==> src/rtl/trng_pkg.sv <==
// Shared constants, state encoding and word-count helper for the TRNG refresh scheduler.
// NA/ND/NW reflect the default operand widths; instances derive their own from parameters.
package trng_pkg;

    localparam int DEF_A_WIDTH   = 64;
    localparam int DEF_D_WIDTH   = 32;
    localparam int DEF_ENT_WIDTH = 32;

    function automatic int num_words(input int width, input int ent_width);
        return width / ent_width;
    endfunction

    localparam int NA    = num_words(DEF_A_WIDTH, DEF_ENT_WIDTH);
    localparam int ND    = num_words(DEF_D_WIDTH, DEF_ENT_WIDTH);
    localparam int NW    = NA + ND;
    localparam int CNT_W = 16;

    typedef enum logic {
        FILL = 1'b0,
        FULL = 1'b1
    } state_t;

endpackage

==> src/rtl/trng_rep_test.sv <==
// Repetition health test: flags accepted words equal to the previous accepted word
// and trips once REP_LIMIT identical words have been seen in a row.
module trng_rep_test #(
    parameter int ENT_WIDTH = 32,
    parameter int REP_LIMIT = 3
) (
    input  logic                 i_clk,
    input  logic                 i_rst,
    input  logic                 i_clr,
    input  logic [ENT_WIDTH-1:0] i_word,
    input  logic                 i_accept,
    output logic                 o_discard,
    output logic                 o_trip
);

    localparam int RW = $clog2(REP_LIMIT) + 1;
    localparam logic [RW-1:0] TRIP_AT = RW'(REP_LIMIT - 2);

    logic [ENT_WIDTH-1:0] r_last;
    logic                 r_last_valid;
    logic [RW-1:0]        r_rep_cnt;

    // The first word after reset or clear has nothing to compare against.
    assign o_discard = i_accept && r_last_valid && (i_word == r_last);
    assign o_trip    = o_discard && (r_rep_cnt == TRIP_AT);

    always_ff @(posedge i_clk) begin
        if (i_rst || i_clr) begin
            r_last       <= '0;
            r_last_valid <= 1'b0;
            r_rep_cnt    <= '0;
        end else if (i_accept) begin
            r_last       <= i_word;
            r_last_valid <= 1'b1;
            r_rep_cnt    <= o_discard ? r_rep_cnt + RW'(1) : '0;
        end
    end

endmodule

==> src/rtl/trng_refresh_scheduler.sv <==
// Packs health-checked entropy words into staged A/D operands and issues a one-cycle
// dcr load strobe when a refresh is pending and a complete set is staged.
module trng_refresh_scheduler
    import trng_pkg::*;
#(
    parameter int TRNG_A_WIDTH   = DEF_A_WIDTH,
    parameter int TRNG_D_WIDTH   = DEF_D_WIDTH,
    parameter int ENT_WIDTH      = DEF_ENT_WIDTH,
    parameter int REFRESH_PERIOD = 1024,
    parameter int REP_LIMIT      = 3
) (
    input  logic                    i_clk,
    input  logic                    i_rst,
    input  logic                    i_en,
    input  logic [ENT_WIDTH-1:0]    i_ent_data,
    input  logic                    i_ent_valid,
    output logic                    o_ent_ready,
    input  logic                    i_refresh_req,
    input  logic                    i_clr_fail,
    output logic                    o_dcr,
    output logic [TRNG_A_WIDTH-1:0] o_trng_a_out,
    output logic [TRNG_D_WIDTH-1:0] o_trng_d_out,
    output logic                    o_pending,
    output logic                    o_fresh,
    output logic                    o_health_fail,
    output logic [CNT_W-1:0]        o_refresh_cnt
);

    localparam int NA_I = num_words(TRNG_A_WIDTH, ENT_WIDTH);
    localparam int ND_I = num_words(TRNG_D_WIDTH, ENT_WIDTH);
    localparam int NW_I = NA_I + ND_I;
    localparam int SW   = TRNG_A_WIDTH + TRNG_D_WIDTH;
    localparam int CW   = $clog2(NW_I + 1);
    localparam int PW   = (REFRESH_PERIOD > 1) ? $clog2(REFRESH_PERIOD) : 1;
    localparam logic [PW-1:0] PERIOD_LAST = (REFRESH_PERIOD > 0) ? PW'(REFRESH_PERIOD - 1) : '0;
    localparam logic [CW-1:0] LAST_WORD   = CW'(NW_I - 1);

    state_t           r_state;
    state_t           w_state_next;
    logic [CW-1:0]    r_word_cnt;
    logic [SW-1:0]    r_stage;
    logic             r_dcr;
    logic             r_pending;
    logic             r_health_fail;
    logic [CNT_W-1:0] r_refresh_cnt;
    logic [PW-1:0]    r_period;

    logic w_accept;
    logic w_write;
    logic w_discard;
    logic w_trip;
    logic w_expire;
    logic w_trigger;
    logic w_fire;

    assign o_ent_ready = (r_state == FILL) && i_en && !r_health_fail;
    assign w_accept    = i_ent_valid && o_ent_ready;
    assign w_write     = w_accept && !w_discard && !i_clr_fail;
    assign w_fire      = (r_state == FULL) && r_pending && i_en && !r_health_fail && !i_clr_fail;
    assign w_expire    = (REFRESH_PERIOD != 0) && (r_period == PERIOD_LAST);
    assign w_trigger   = i_en && (i_refresh_req || w_expire);

    trng_rep_test #(
        .ENT_WIDTH (ENT_WIDTH),
        .REP_LIMIT (REP_LIMIT)
    ) u_rep_test (
        .i_clk     (i_clk),
        .i_rst     (i_rst),
        .i_clr     (i_clr_fail),
        .i_word    (i_ent_data),
        .i_accept  (w_accept),
        .o_discard (w_discard),
        .o_trip    (w_trip)
    );

    always_ff @(posedge i_clk) begin
        if (i_rst) r_state <= FILL;
        else       r_state <= w_state_next;
    end

    always_comb begin
        w_state_next = r_state;
        case (r_state)
            FILL: if (w_write && (r_word_cnt == LAST_WORD)) w_state_next = FULL;
            FULL: if (i_clr_fail || w_fire) w_state_next = FILL;
            default: w_state_next = FILL;
        endcase
    end

    always_ff @(posedge i_clk) begin
        if (i_rst) begin
            r_word_cnt    <= '0;
            r_stage       <= '0;
            r_dcr         <= 1'b0;
            r_pending     <= 1'b0;
            r_health_fail <= 1'b0;
            r_refresh_cnt <= '0;
            r_period      <= '0;
        end else begin
            r_dcr     <= w_fire;
            // A new trigger wins over the clear so a request during service is not lost.
            r_pending <= w_trigger || (r_pending && !w_fire);

            if (w_fire) r_refresh_cnt <= r_refresh_cnt + CNT_W'(1);

            if (i_en) begin
                if (w_fire || w_expire) r_period <= '0;
                else                    r_period <= r_period + PW'(1);
            end

            if (i_clr_fail)  r_health_fail <= 1'b0;
            else if (w_trip) r_health_fail <= 1'b1;

            if (i_clr_fail || w_trip || w_fire) r_word_cnt <= '0;
            else if (w_write)                   r_word_cnt <= r_word_cnt + CW'(1);

            if (w_write) begin
                for (int k = 0; k < NW_I; k++) begin
                    if (r_word_cnt == CW'(k)) r_stage[k*ENT_WIDTH +: ENT_WIDTH] <= i_ent_data;
                end
            end
        end
    end

    assign o_dcr         = r_dcr;
    assign o_trng_a_out  = r_stage[TRNG_A_WIDTH-1:0];
    assign o_trng_d_out  = r_stage[SW-1:TRNG_A_WIDTH];
    assign o_pending     = r_pending;
    assign o_fresh       = (r_state == FULL);
    assign o_health_fail = r_health_fail;
    assign o_refresh_cnt = r_refresh_cnt;

endmodule

==> config.mk <==
export PLATFORM = sky130hd
export DESIGN_NAME = trng_refresh_scheduler
export DESIGN_NICKNAME = d
export VERILOG_FILES = /design/src/rtl/trng_pkg.sv /design/src/rtl/trng_rep_test.sv /design/src/rtl/trng_refresh_scheduler.sv
export SDC_FILE = /design/constraint.sdc
export NUM_CORES = 1
export LEC_CHECK = 0
export CORE_UTILIZATION = 50
export DETAILED_ROUTE_END_ITERATION = 16
export PLACE_DENSITY = 0.91
export SETUP_SLACK_MARGIN = 0.2
export SKIP_LAST_GASP = 1
export SLEW_MARGIN = 20
export SYNTH_ARGS = -nofsm -noshare
export SYNTH_HDL_FRONTEND = slang
export SYNTH_SLANG_ARGS = --single-unit
==> constraint.sdc <==
create_clock -name i_clk -period 6.1 [get_ports i_clk]
set_input_delay 0.61 -clock i_clk [delete_from_list [all_inputs] [get_ports i_clk]]
set_output_delay 0.61 -clock i_clk [all_outputs]
set_load 0.1 [all_outputs]
==> impl_results.md <==
* IO Port Bufs at 154
* Register area at 3280 sq um
* Async S/R FF share, synth at 0%
* Nature of the critical path endpoint: flop
* Max-slew violations at 0
* Vias in the first global route at 5149
* Clk pin slew, worst setup/hold paths at 0.06 ns
* GR Layer Usage met3 at 5.94%
* CP max FO at 32
* Final Setup Violations at 0
* Die area at 14200 sq um
* Final period util at 59.6%
* Placement Rows at 42
* Post-route ant nets at 0
* Syn Nets at 756
* FMAX at 275 MHz
* Post-CTS sizing at 0
* Clock buffer depth at 2
* Worst Hold Endpoint: u_rep_test.r_last[10]
* CP arrival at 3.97 ns
* Worst Hold Depth at 2
* Sequential fraction of the synthesis area at 47.7%
* Slew HR at 28.4%
* Ys flop type: dfxtp_1
* Status: completed
* CTS H-tree depth at 4
* Area of the multi-input gates at 3420 sq um
* DR vias at 5281
* CTS Buf Count at 17
* Largest net degree at the start of global routing at 88
* Most frequent cells in the layout: 164 x dfxtp_1, 153 x clkdlybuf4s50_1, 130 x nand2b_1
* RR Startpoint: o_health_fail
* Final Cell Area at 9080 sq um
* Initial antenna violation count at 0
* P&R area growth vs syn at 31.9%
* First-pass GRT wire length at 25500 um
* Final hold slack at 0.466 ns
* Via/cell ratio at 5.10
* Area post-placement at 8490 sq um
* WL per Instance at 15.5 um
* Grt met2 use at 38.6%
* Post-synthesis register bit count at 164
* Core Util, Final at 68.0%
* DP Cell Count at 1004
* Grt ovf at 0
* Post-CTS setup buffer count at 0
* Max Cap Viol at 0
* DR iter-0 viols at 255
* Max VDD drop at 0.176 mV
* Synth cell types at 40
* Die H at 119 um
* DP Wirelength at 10800 um
* # DRC at 0
* GRT Total Usage at 22.9%
* Worst path required time at 6.43 ns
* Layout cells sized above 1 at 4.89%
* CP Launch Type: primary input
* Reg2reg end: r_stage[9]
* Synth Cell Area at 6880 sq um
* Fillers at 1045
* Kind of critical path: in2reg
* Overall routed net length at 16000 um
* Fin crit period at 3.64 ns
* Static leakage at 3.46 nW
* Initial core utilization at 51.6%
* Root Buffer Master: clkbuf_16
* First-pass iteration count of the detailed router at 4
* CTS tree: yes
* Die width at 119 um
* Worst hold path class: reg2reg
* EDFF count, synth at 0
* Grt peak-use layer: met2
* Yosys warning total at 0
* Clock Sinks at 164
* Worst-Margin Slew at 1.07 ns
* Syn Inst Count at 711
* Setup TNS at 0 ns
* # nets final at 892
* R2R setup slack at 2.97 ns
* Diode count at 0
* Routability cong. at 0.764
* Met1 usage at 28.0%
* Power density cells at 264 nW/um^2
* RSZ-0062 raised after global routing: false
* Hold Violations, Final at 0
* Non-Filler Instances at 1035
* Syn avg cell area at 9.68 sq um
* Most common cell after layout, fill and taps aside: dfxtp_1
* Skew final at 0.00745 ns
* HP Start: u_rep_test.r_last[10]
* Clk_lat worst skew at 0.42 ns
* Core area at 13300 sq um
* # hold bufs at CTS at 0
* Num ports at 155
* Worst R2R Path Depth at 6
metrics by stage:
step	worst slack (ns)	total power [mW]
floorplan	1.86	1.26
global placement	2.19	1.33
detailed placement	2.05	1.33
CTS	2.46	2.41
global route	2.15	2.47
finish	2.46	2.40
flip-flops by register name, indices dropped and copies added (netlist names), 2 cells and up:
name and count:
r_stage 96, u_rep_test.r_last 32, o_refresh_cnt 16, r_period 10, u_rep_test.r_rep_cnt 3, r_word_cnt 2
per-layer routing:
metal  routed length (um)  up-vias
li1                     -     2625
met1                 7250     2482
met2                 7670      156
met3                  900       18
met4                  210        0
met5                    0        -
area by class of cell:
type,count,area share (%)
timing repair buffer,156,17.1
inverter,4,0.165
clock buffer,22,5.11
clock inverter,9,1.42
sequential,164,36.1
multi-input combinational,504,37.6
tap,176,2.42
power breakdown:
part	switching [mW]	internal, mW
clock network	0.423	0.662
logic	0.138	0.0777
registers	0.00996	1.09
worst max-delay path, stage by stage:
cell and delay, ns:
clkdlybuf4s50_1 0.73, nor4bb_4 0.75, nand3_2 0.21, nor4_4 0.26, a31oi_2 0.25, nand2_2 0.84, mux2i_1 0.29
how the worst max path moves through the flow:
stage | from | end | slack, ns | cells past startpoint
final | i_en | r_stage[9] | 2.46 | 7
after floorplan | i_en | u_rep_test.r_last[25] | 1.86 | 6
after CTS | i_en | r_stage[1] | 2.46 | 7
after global routing | i_en | r_stage[18] | 2.15 | 7
after global placement | i_en | r_stage[14] | 2.19 | 7
after detailed placement | i_en | r_stage[23] | 2.05 | 7
cells by family (layout without fill, tap and decap cells):
kind of cell	after synthesis	after routing	synth area share, %
buffers and inverters	43	191	2.98
flip-flops	164	164	47.7
AND/OR/NAND/NOR	297	297	23.2
adder cells (fa/ha/maj)	7	7	1.27
multiplexers	98	98	14.3
AO/OA/AOI/OAI	47	47	3.60
XOR/XNOR	55	55	7.00
cells in the mapped netlist, types with 3 or more instances:
cell type / instances / share of area, %
a21oi_1: 38 / 2.8
and3_1: 3 / 0.27
buf_1: 3 / 0.16
buf_4: 5 / 0.55
buf_6: 3 / 0.49
clkbuf_1: 26 / 1.4
dfxtp_1: 164 / 48
ha_1: 7 / 1.3
inv_1: 4 / 0.22
mux2i_1: 97 / 14
nand2_1: 79 / 4.3
nand2b_1: 130 / 12
nand3_1: 10 / 0.73
nand4_1: 15 / 1.4
nor2_1: 36 / 2.0
nor3_1: 4 / 0.29
o21ai_0: 6 / 0.44
xnor2_1: 40 / 5.1
xor2_1: 15 / 1.9
(Power assumes the default switching activity.)
